$ cat src/rtl/network_interface.sv
// Mesh network interface: packetises PE requests toward the router and buffers
// router deliveries in a small first-word-fall-through FIFO for the PE.

package pa_noc;
  localparam int unsigned PACKET_WIDTH = 16;
  localparam int unsigned COORD_W      = 2;

  typedef struct packed {
    logic [PACKET_WIDTH-9:0] payload;
    logic [COORD_W-1:0]      src_row;
    logic [COORD_W-1:0]      src_col;
    logic [COORD_W-1:0]      dst_row;
    logic [COORD_W-1:0]      dst_col;
  } packet_t;
endpackage

module network_interface
  import pa_noc::*;
#(
  parameter int unsigned GRID_WIDTH    = 4,
  parameter int unsigned ROUTER_ROW    = 0,
  parameter int unsigned ROUTER_COL    = 0,
  parameter int unsigned RX_FIFO_DEPTH = 4
) (
  input  logic                     i_clk,
  input  logic                     i_arst_n,
  input  logic [PACKET_WIDTH-9:0]  i_txPayload,
  input  logic [$clog2(GRID_WIDTH)-1:0] i_txDstRow,
  input  logic [$clog2(GRID_WIDTH)-1:0] i_txDstCol,
  input  logic                     i_txValid,
  output logic                     o_txReady,
  output logic [PACKET_WIDTH-1:0]  o_router,
  output logic                     o_routerValid,
  input  logic                     i_routerReady,
  input  logic [PACKET_WIDTH-1:0]  i_router,
  input  logic                     i_routerValid,
  output logic                     o_routerReady,
  output logic [PACKET_WIDTH-9:0]  o_rxPayload,
  output logic [$clog2(GRID_WIDTH)-1:0] o_rxSrcRow,
  output logic [$clog2(GRID_WIDTH)-1:0] o_rxSrcCol,
  output logic                     o_rxValid,
  input  logic                     i_rxReady,
  output logic [15:0]              o_txCount,
  output logic [15:0]              o_rxCount,
  output logic                     o_rxOverflow
);

  localparam int unsigned PAYLOAD_WIDTH = PACKET_WIDTH - 8;
  localparam int unsigned PTR_W         = $clog2(RX_FIFO_DEPTH);
  localparam int unsigned CNT_W         = PTR_W + 1;

  typedef enum logic {IDLE, SEND} tx_state_e;

  tx_state_e           state_q, state_d;
  packet_t             pkt_q, pkt_d;
  packet_t             new_pkt;
  logic [15:0]         tx_count_q, tx_count_d;
  logic                tx_ready;

  packet_t             mem_q [RX_FIFO_DEPTH];
  packet_t             mem_d [RX_FIFO_DEPTH];
  logic [PTR_W-1:0]    wr_ptr_q, wr_ptr_d, rd_ptr_q, rd_ptr_d;
  logic [CNT_W-1:0]    count_q, count_d;
  logic                ready_q, ready_d;
  logic                ovf_q, ovf_d;
  logic [15:0]         rx_count_q, rx_count_d;
  logic                rx_valid, push, pop, full, wr_en, router_ready;
  packet_t             head;

  // TX request packetisation and send handshake
  always_comb begin
    state_d    = state_q;
    pkt_d      = pkt_q;
    tx_count_d = tx_count_q;
    tx_ready   = 1'b0;

    new_pkt         = '0;
    new_pkt.payload = PAYLOAD_WIDTH'(i_txPayload);
    new_pkt.src_row = COORD_W'(ROUTER_ROW);
    new_pkt.src_col = COORD_W'(ROUTER_COL);
    new_pkt.dst_row = COORD_W'(i_txDstRow);
    new_pkt.dst_col = COORD_W'(i_txDstCol);

    case (state_q)
      IDLE: begin
        tx_ready = 1'b1;
        if (i_txValid) begin
          pkt_d   = new_pkt;
          state_d = SEND;
        end
      end
      SEND: begin
        if (i_routerReady) begin
          tx_ready   = 1'b1;
          tx_count_d = tx_count_q + 16'd1;
          if (i_txValid) begin
            pkt_d = new_pkt;
          end else begin
            // Packet register is cleared so o_router reads zero while idle
            pkt_d   = '0;
            state_d = IDLE;
          end
        end
      end
      default: begin
        state_d = IDLE;
        pkt_d   = '0;
      end
    endcase
  end

  // RX FIFO: beats arriving while the previous-cycle ready was low are router resends
  always_comb begin
    rx_valid     = (count_q != '0);
    pop          = rx_valid && i_rxReady;
    push         = i_routerValid && ready_q;
    full         = (count_q == CNT_W'(RX_FIFO_DEPTH));
    wr_en        = push && !full;
    router_ready = (count_q <= CNT_W'(RX_FIFO_DEPTH - 2));

    mem_d      = mem_q;
    wr_ptr_d   = wr_ptr_q;
    rd_ptr_d   = rd_ptr_q;
    rx_count_d = rx_count_q;
    ready_d    = router_ready;
    ovf_d      = ovf_q | (push && full);

    if (wr_en) begin
      mem_d[wr_ptr_q] = packet_t'(i_router);
      wr_ptr_d        = wr_ptr_q + PTR_W'(1);
    end
    if (pop) begin
      rd_ptr_d   = rd_ptr_q + PTR_W'(1);
      rx_count_d = rx_count_q + 16'd1;
    end
    count_d = count_q + CNT_W'(wr_en) - CNT_W'(pop);
    head    = mem_q[rd_ptr_q];
  end

  always_ff @(posedge i_clk or negedge i_arst_n) begin
    if (!i_arst_n) begin
      state_q    <= IDLE;
      pkt_q      <= '0;
      tx_count_q <= '0;
      mem_q      <= '{default: '0};
      wr_ptr_q   <= '0;
      rd_ptr_q   <= '0;
      count_q    <= '0;
      ready_q    <= 1'b0;
      ovf_q      <= 1'b0;
      rx_count_q <= '0;
    end else begin
      state_q    <= state_d;
      pkt_q      <= pkt_d;
      tx_count_q <= tx_count_d;
      mem_q      <= mem_d;
      wr_ptr_q   <= wr_ptr_d;
      rd_ptr_q   <= rd_ptr_d;
      count_q    <= count_d;
      ready_q    <= ready_d;
      ovf_q      <= ovf_d;
      rx_count_q <= rx_count_d;
    end
  end

  assign o_txReady     = tx_ready;
  assign o_router      = pkt_q;
  assign o_routerValid = (state_q == SEND);
  assign o_txCount     = tx_count_q;
  assign o_routerReady = router_ready;
  assign o_rxValid     = rx_valid;
  assign o_rxPayload   = head.payload;
  assign o_rxSrcRow    = head.src_row;
  assign o_rxSrcCol    = head.src_col;
  assign o_rxCount     = rx_count_q;
  assign o_rxOverflow  = ovf_q;

endmodule

$ cat config.mk
export PLATFORM = sky130hd
export DESIGN_NAME = network_interface
export DESIGN_NICKNAME = d
export VERILOG_FILES = /design/src/rtl/network_interface.sv
export SDC_FILE = /design/constraint.sdc
export NUM_CORES = 1
export LEC_CHECK = 0
export ABC_AREA = 0
export CORE_MARGIN = 2
export CORE_UTILIZATION = 52
export CTS_CLUSTER_SIZE = 16
export DETAILED_ROUTE_END_ITERATION = 8
export GPL_TIMING_DRIVEN = 0
export PLACE_DENSITY = 0.81
export SYNTH_ARGS = -nofsm -noshare
export SYNTH_HDL_FRONTEND = slang
export SYNTH_SLANG_ARGS = --single-unit
$ cat constraint.sdc
create_clock -name i_clk -period 4.3 [get_ports i_clk]
set_clock_uncertainty 0.05 [all_clocks]
set_input_delay 0.86 -clock i_clk [delete_from_list [all_inputs] [get_ports i_clk]]
set_output_delay 0.86 -clock i_clk [all_outputs]
set_load 0.02 [all_outputs]
# Word-level counts from Yosys, hierarchy flattened
# Index checks and enable logic that the tools add are counted.
[totals]
register_bits = 122
in_bits = 34
output_inout_bits = 65
wordCells = 74
[op_classes]
n_addsub = 6
n_mux = 15
n_reduce_logical = 9
eq_ne = 3
n_lt_le_gt_ge = 4
bitwise_logic = 4
[ops]
columns = ["op", "n"]
rows = [
  ["$mux 16", 6],
  ["$bwmux 64", 1],
  ["$add 16x1->16 const B", 2],
  ["$bmux 16 s2", 1],
  ["$demux 16 s2", 1],
  ["$pmux 16 s2", 1],
  ["$ge 3x3->1 const B", 2],
  ["$not 2->3", 2],
  ["$logic_and 1x1->1", 5],
  ["$add 2x1->2 const B", 2],
  ["$ne 2x2->1 const B", 2],
  ["$pmux 1 s2", 2],
  ["$reduce_and 2->1", 2],
  ["$add 3x1->3", 1],
  ["$eq 3x3->1 const B", 1],
  ["$le 3x2->1 const B", 1],
  ["$lt 3x1->1 const B", 1],
  ["$mux 1", 3],
  ["$reduce_bool 3->1", 1],
  ["$sub 3x1->3", 1],
  ["$logic_not 1->1", 1],
  ["$not 1->1", 1],
  ["$or 1x1->1", 1],
]

# Logic depth before layout (Yosys ltp)
# Gate-level depths: netlist of run 1.
[logic_depth]
ltp_word = 6
depth_mapped = 8
mapped_depth_nobuf = 8

# Worst setup path after synthesis of run 1
# OpenSTA, ideal clock, no wires.
[synth_path]
kind = "input to register"
from = "input i_routerValid"
to = "register count_q[2]"
path_stages = 8
setup_ps = 123
slack_ps = 1940
required_time_ps = 4127
arrival_time_ps = 2187
cell_sequence = "nand2_1 > a21oi_4 > inv_1 > ha_1 > inv_1 > ha_1 > fa_1 > xnor2_1"
[synth_between]
elab_chain_len = 4
[synth_rtl]
columns = ["element", "line", "text"]
rows = [
  ["start: declaration", "36", "input logic i_routerValid,"],
  ["$logic_and 1x1->1", "116", "push = i_routerValid && ready_q;"],
  ["$logic_and 1x1->1", "118", "wr_en = push && !full;"],
  ["$add 3x1->3", "136", "count_d = count_q + CNT_W'(wr_en) - CNT_W'(pop);"],
  ["$sub 3x1->3", "136", ""],
  ["via count_d[2]", "63", "logic [CNT_W-1:0] count_q, count_d;"],
  ["end signal: assignment", "159", "count_q <= count_d;"],
  ["end: declaration", "63", ""],
]
# The timed path passes the listed nets, and every way through them passes these cells.
# A chain may end at the register's enable or synchronous reset.

# Worst setup path after layout of run 1
[layout_path]
from = "register rd_ptr_q[0]"
to = "output o_rxSrcRow[1]"
[layout_between]
elab_chain_len = 4
[layout_rtl]
columns = ["element", "line", "text"]
rows = [
  ["start: declaration", "62", "logic [PTR_W-1:0] wr_ptr_q, wr_ptr_d, rd_ptr_q, rd_ptr_d;"],
  ["start signal: assignment", "158", "rd_ptr_q <= rd_ptr_d;"],
  ["$not 2->3 (implied by the code)", "137", "head = mem_q[rd_ptr_q];"],
  ["$bmux 16 s2", "137", ""],
  ["$mux 16 (implied by the code) (2 in a row)", "137", ""],
  ["end: declaration", "39", "output logic [$clog2(GRID_WIDTH)-1:0] o_rxSrcRow,"],
]
# No other way between the ends. The select of a mux whose other input is x is not followed.

==> results.txt, run 1 <==
- Total power density per cell area: 625.9 nW/µm²
- Relative to the synthesized area, the layout overhead comes to 27.00%.
* Type of the worst setup path: reg -> out
- Share of the yosys chip area belonging to registers: 0.5519
* Largest fanout on the critical path: 10
* Diode insertion count for antenna repair: 0
* Via total after detailed routing: 2994
- Largest net degree at the start of global routing: 56
- Post-detail-place hpwl: 6.228 mm
- In the final layout, the multi-input gates occupy 1917 µm².
- Clk Latency, worst-skew pair: 0.35 ns
* Leading area contributor after synthesis: sky130_fd_sc_hd__dfrtp_1
- Global routing finished with a remaining overflow of 0.
- TritonCTS clock tree: done
- STA classifies the critical path startpoint as a flip-flop.
- DRC marker count from the first detailed-route iteration: 132
- After clock tree synthesis, the repair step resized 0 gates.
- Dividing the final minimum period by the clock period gives 0.7656.
- For the worst setup path, the data arrival time is 2.38 ns.
* Status: finished, final reports clean
* Number of synthesized flops with an enable pin: 0
* Final-report hold violation count: 0
- CORE AREA: 8678 µm²
- Post-synthesis cell count: 341
- The number of antenna violations at the first check in global routing came to 0.
- DRC violations left: 0
- Leakage power total: 2.570 nW
- Across the VDD grid, the largest voltage drop is 0.0002520 V.
- Routability congestion estimate from global placement: 0.7449
- Critical Path Sink Type: primary output
* Die outline area: 9664 µm²
- Horiz. Die Dim: 98.31 µm
- Slew HR: 0.5103
- Counting along the longest clock path gives a buffer depth of 2.
* Max Freq: 303.8 MHz
* Number of rows in the core area: 34
* Depth of the CTS H-tree: 3
- Pins Over Slew Limit: 0
- CTS placed an instance of sky130_fd_sc_hd__clkbuf_8 at the clock tree root.
* Total Power: 3.676 mW
- Detail Route Antenna Nets: 0
- Initial Util: 0.5329
- At the pin with the least slew margin, the transition time is 0.7345 ns.
* Flip-flop and latch count after synthesis: 102
* Top_reg_cell synth: sky130_fd_sc_hd__dfrtp_1
- Sink Count: 102
- Clock buffers created by TritonCTS: 9
- Buffers inserted to repair hold after CTS numbered 0.
* Post-synth design cell area: 4624 µm²
- Clock-pin slew reported for the worst setup and hold paths after clock tree synthesis: 0.10 ns
- Global Route Usage Sum: 0.1971
- # Max-Cap Violations: 0
- Final routed wirelength across all metal layers: 8.893 mm
- Detail-routed net length per standard cell: 15.94 µm
- Final number of setup-violating endpoints: 0
- After clock tree synthesis, the setup repair step added 0 buffers.
- Finished Core Util: 0.6768
* Count of port buffers added during placement: 89
* Cell types with the largest area share after synthesis: sky130_fd_sc_hd__dfrtp_1 (55%), sky130_fd_sc_hd__mux2_2 (12%), sky130_fd_sc_hd__mux4_2 (5.8%)
- The first detailed-routing pass took 4 iterations.
- Via/cell ratio: 5.366
- STA puts the critical path data required time at 3.39 ns.
- The share of synthesized area in the top cell type comes to 0.5519.
* First-pass GRT wire length: 15.24 mm
- Fraction of layout cells with a size suffix above 1: 0.2222
- The Yosys step of the flow raised 0 warnings.
- Vias in the first global route: 3139
* Height of the die: 98.31 µm
- Across the whole layout, storage elements account for 2552 µm².
- Average size of a mapped cell: 13.56 µm²
* Filler Cell Count: 643
- The final layout contains 489 nets.
- Setup repair after global routing left no endpoint under its margin.
- For this design the top-level I/O count stands at 99.
- The synthesized netlist contains 37 unique library cells.
- Most frequent cell after synthesis: sky130_fd_sc_hd__dfrtp_1
- After synthesis, the share of flip-flops with an asynchronous set or reset is 1.000.
- The path class of the tightest hold or removal check is reg -> reg.
- The commonest cells after synthesis are sky130_fd_sc_hd__dfrtp_1 (102), sky130_fd_sc_hd__mux2_2 (49), sky130_fd_sc_hd__xnor2_1 (25).
- Counting I/O delays and the setup requirement, the final critical path takes 3.292 ns.
[per-stage QoR]
stage | hold slack (ns) | setup WS [ns] | cell area, µm² | TNS (ns) | cells
5_1_grt | 0.4519 | 0.8584 | 5873 | 0 | 558
6_report | 0.4237 | 1.008 | 5873 | 0 | 558
3_3_place_gp | 0.4049 | -1.502 | 5662 | -152.61 | 541
4_1_cts | 0.4282 | 0.9550 | 5873 | 0 | 558
2_1_floorplan | 0.4238 | 1.940 | 4636 | 0 | 344
3_5_place_dp | 0.4114 | 1.167 | 5687 | 0 | 542
[kinds of logic (layout without fill, tap and decap cells)]
family,after synthesis,in the layout,share of synthesized area
flops,102,102,0.5519
mux,72,72,0.2016
simple gates,62,62,0.07062
xor+xnor,34,34,0.06439
buf+inv,31,137,0.03598
compound gates,29,29,0.04600
fa+ha+maj,10,10,0.02868
other cells,1,4,0.0008109
[cell type report]
class | count | share of cell area
multi-input combinational | 211 | 0.3264
tap | 108 | 0.02301
inverter | 14 | 0.008948
clock inverter | 3 | 0.002983
clock buffer | 13 | 0.02876
buffer | 17 | 0.01939
timing repair buffer | 90 | 0.1559
sequential | 102 | 0.4346
[layer usage]
layer	GRT usage	wire length, µm
met5	0	0
met2	0.3354	4516
met1	0.2483	3798
met3	0.05583	477
met4	0.05479	100
[path summary, 6_finish.rpt]
kind | slack [ns] | startpoint | endpoint | cells after the start
min in group asynchronous | 0.46 | i_arst_n | mem_q[62] | 1
hold reg to reg | 0.42 | o_rxCount[15] | o_rxCount[15] | 1
setup / recovery | 1.01 | rd_ptr_q[0] | o_rxSrcRow[1] | 4
hold / removal | 0.42 | o_rxCount[15] | o_rxCount[15] | 1
max in group asynchronous | 3.05 | i_arst_n | mem_q[29] | 2
setup reg to reg | 1.97 | count_q[2] | count_q[2] | 8
[worst max-delay path: stages (launching register included)]
cell and delay (ns):
sky130_fd_sc_hd__dfrtp_1 0.33, sky130_fd_sc_hd__buf_2 0.20, sky130_fd_sc_hd__buf_2 0.37, sky130_fd_sc_hd__mux4_2 0.54
sky130_fd_sc_hd__clkdlybuf4s50_1 0.58
[where the power goes]
part / total (mW) / switching (mW) / internal, mW
sequential: 1.53 / 0.231 / 1.30
clock: 0.571 / 0.314 / 0.257
combinational: 1.58 / 0.709 / 0.870
[layout by cell type (no fill, tap or decap), types with 2 or more instances in the layout]
master                            instances
sky130_fd_sc_hd__dfrtp_1                102
sky130_fd_sc_hd__clkdlybuf4s50_1         88
sky130_fd_sc_hd__mux2_2                  49
sky130_fd_sc_hd__xnor2_1                 25
sky130_fd_sc_hd__nand2_1                 17
sky130_fd_sc_hd__inv_1                   14
sky130_fd_sc_hd__o21ai_0                 13
sky130_fd_sc_hd__mux4_2                  12
sky130_fd_sc_hd__clkbuf_8                12
sky130_fd_sc_hd__nor2_1                  11
sky130_fd_sc_hd__mux2i_1                 11
sky130_fd_sc_hd__a22oi_1                 11
sky130_fd_sc_hd__nand4_1                  9
sky130_fd_sc_hd__xor2_1                   9
sky130_fd_sc_hd__ha_1                     9
sky130_fd_sc_hd__nand3_1                  8
sky130_fd_sc_hd__buf_4                    5
sky130_fd_sc_hd__clkbuf_1                 4
sky130_fd_sc_hd__nand2_2                  4
sky130_fd_sc_hd__buf_6                    4
sky130_fd_sc_hd__conb_1                   4
sky130_fd_sc_hd__buf_2                    3
sky130_fd_sc_hd__and3_1                   3
sky130_fd_sc_hd__buf_1                    2
sky130_fd_sc_hd__nor3_2                   2
sky130_fd_sc_hd__nor3_1                   2
sky130_fd_sc_hd__clkinv_2                 2
[state kept, by name, summed over array words and instances (netlist names)]
register / count
o_router: 12
rd_ptr_q: 2
o_rxOverflow: 1
o_txCount: 16
wr_ptr_q: 2
count_q: 3
o_rxCount: 16
ready_q: 1
mem_q: 48
o_routerValid: 1
Note: power is estimated with default switching activity, not from simulation.
==> run 2: changes to the inputs <==
CORE_UTILIZATION = 46   (was 52)
PLACE_DENSITY = 0.76   (was 0.81)
clock period = 3 ns   (was 4.3 ns; I/O delays follow)
==> run 2 against run 1 <==
Against the previous run: sequential power up 42%; critical endpoint is now o_rxPayload[6]; largest power group unchanged; die area increased by 12%; register-to-register slack lost 1.4 ns; clock power grew 47%; global-route usage shrank 1.9 points; core utilization shrank 7.1 points; critical path type unchanged.
==> results.txt, run 2 (synthesis results as in run 1) <==
* Setup slack on the worst flop-to-flop path: 0.56 ns
* Number of rows in the core area: 36
- The worst pin sits at a relative slew slack of 0.5737.
- Vias in the first global route: 3163
- CTS saw 102 sinks.
* Final routed wirelength across all metal layers: 9.104 mm
* Max Freq: 350.0 MHz
* Comb pwr share: 0.430
- Total power density per cell area: 896.0 nW/µm²
- The register with the most flip-flops in the layout has 48 of them.
- Most frequent cells in the layout: sky130_fd_sc_hd__dfrtp_1 (102), sky130_fd_sc_hd__clkdlybuf4s50_1 (88), sky130_fd_sc_hd__mux2_2 (49), sky130_fd_sc_hd__xnor2_1 (25), sky130_fd_sc_hd__nand2_1 (17)
- CP Data Arrival Time: 2.21 ns
* Number of antenna violations at the first check in global routing: 0
* Global Route Usage Sum: 0.1785
* Sequential standard cell area: 2552 µm²
- DRC marker count from the first detailed-route iteration: 78
* TritonCTS clock tree: done
- The number of slew-limit violations in the final report came to 0.
- Setup repair after global routing left no endpoint under its margin.
* Fraction of layout cells with a size suffix above 1: 0.2267
- For the worst-skew pair, the clock arrives at the later sink with an insertion delay of 0.37 ns.
- The worst setup path is launched from a flip-flop.
- Leaving out fill and tap cells, the most frequent cell in the layout is sky130_fd_sc_hd__dfrtp_1.
* First-pass GRT wire length: 15.66 mm
- Largest fanout on the critical path: 10
- In this run the worst hold path is classified as in -> async.
* Count of cells along the worst register-to-register path: 8
* Horiz. Die Dim: 104.3 µm
- Final-report hold violation count: 0
* Count of port buffers added during placement: 89
- Total Power: 5.302 mW
- Routability congestion estimate from global placement: 0.7536
- After clock tree synthesis, the clock-pin slew on the worst setup and hold paths is 0.11 ns.
- Share of power burned in the clock network: 0.158
* DRC violations left: 0
* Height of the die: 104.3 µm
* Filler Cell Count: 800
- Sw power: 1.847 mW
- Remaining global-route overflow: 0
- For this configuration, the core starts out at a cell density of 0.4731.
- Summing all multi-input logic gate instances after layout gives 1917 µm².
- The worst-case IR drop observed on VDD is 0.0004707 V.
- Worst R2R End: count_q[2]
- Of the total power, registers draw 0.411.
* Detail Route Antenna Nets: 0
- The worst setup path is of the reg -> out kind.
* Worst Path Required: 2.35 ns
* Detail-routed net length per standard cell: 15.62 µm
- Clock buffers created by TritonCTS: 9
- Max-cap violations in this run came to 0.
- I/O pin count: 99
- The startpoint identified for the worst register-to-register timing path is count_q[2].
- Critical Path Sink Type: primary output
- Dividing the detail-routed via count by the number of cells gives 5.180.
* Total Negative Setup Slacks: 0 ns
- Summed over all cells, the static leakage comes to 2.579 nW.
* Ratio of final minimum period to clock period: 0.9523
* Int Pwr: 3.455 mW
- Setup violations remaining at the end of the flow were counted as 0.
- Period minus WS final: 2.857 ns
- Via total after detailed routing: 3020
* Root buffer cell: sky130_fd_sc_hd__clkbuf_8
* CORE AREA: 9774 µm²
* Largest net degree at the start of global routing: 71
* Number of buffers inserted to repair setup after CTS: 0
- TritonRoute pass-1 iters: 4
- Diode insertion count for antenna repair: 0
- Status: finished, final reports clean
- From synthesis to final layout, the design area changed by 27.98%.
- Fraction of power spent switching nets: 0.3484
* Most flops, register: mem_q
- Final #Nets: 489
- The die covers 10870 µm².
- Counting along the longest clock path gives a buffer depth of 2.
- The clock tree synthesis step divided the H-tree into 3 levels.
* Post-detail-place hpwl: 6.492 mm
* Actual transition at the worst max-transition pin: 0.6394 ns
==> run 2: worst max path at each step <==
stage                     slack [ns]           from  cells past startpoint              to
after floorplan                 0.81     count_q[2]                      8      count_q[2]
after global placement         -2.50       i_arst_n                      1      count_q[2]
after detailed placement        0.27  i_routerValid                      9      count_q[2]
after CTS                       0.04    rd_ptr_q[0]                      4  o_rxPayload[6]
after global routing            0.02    rd_ptr_q[0]                      4  o_rxPayload[6]
final                           0.14    rd_ptr_q[0]                      4  o_rxPayload[6]
==> run 2: final cells by class <==
class                           instances  share of cell area
Inverter                               14            0.008879
Sequential cell                       102              0.4313
Clock inverter                          6            0.009302
Tap cell                              133             0.02812
Multi-Input combinational cell        211              0.3239
Clock buffer                           10             0.02326
Buffer                                 17             0.02051
Timing Repair Buffer                   90              0.1548
==> run 2: critical path: stages (launching register included) <==
cell,delay [ns]
sky130_fd_sc_hd__dfrtp_1,0.33
sky130_fd_sc_hd__buf_2,0.20
sky130_fd_sc_hd__buf_6,0.21
sky130_fd_sc_hd__mux4_2,0.54
sky130_fd_sc_hd__clkdlybuf4s50_1,0.56
==> run 2: metrics by stage <==
step	instance area, µm²	setup WS, ns	std cells	utilization	hold WS [ns]
6_report	5918	0.1431	583	0.6055	0.1150
5_1_grt	5918	0.01875	583	0.6055	0.1260
4_1_cts	5914	0.03705	583	0.6051	0.1132
3_5_place_dp	5718	0.2678	567	0.5850	0.4116
3_3_place_gp	5693	-2.504	566	0.5824	0.4074
2_1_floorplan	4636	0.8077	344	-	0.2544
==> run 2: repair_timing <==
item,CTS,global route
gates resized for setup,2,1
hold endpoints to repair,0,0
hold buffers,0,0
endpoints found under the setup margin,9,8
==> run 2: power by group through the flow <==
stage | combinational, mW | sequential (mW) | clock, mW
floorplan | 1.35 | 2.25 | 0
finish | 2.28 | 2.18 | 0.839
global placement | 2.23 | 2.18 | 0
CTS | 2.31 | 2.19 | 0.866
global route | 2.46 | 2.25 | 0.917
detailed placement | 2.30 | 2.22 | 0
==> run 2: layer usage <==
metal / vias to the layer above / global-route usage / routed length, µm / part of all wire
li1: 1397 / - / - / -
met3: 7 / 0.04825 / 369 / 0.041
met4: 0 / 0.04633 / 85 / 0.0093
met5: - / 0 / 0 / 0
met1: 1550 / 0.2373 / 4130 / 0.45
met2: 66 / 0.2913 / 4518 / 0.50
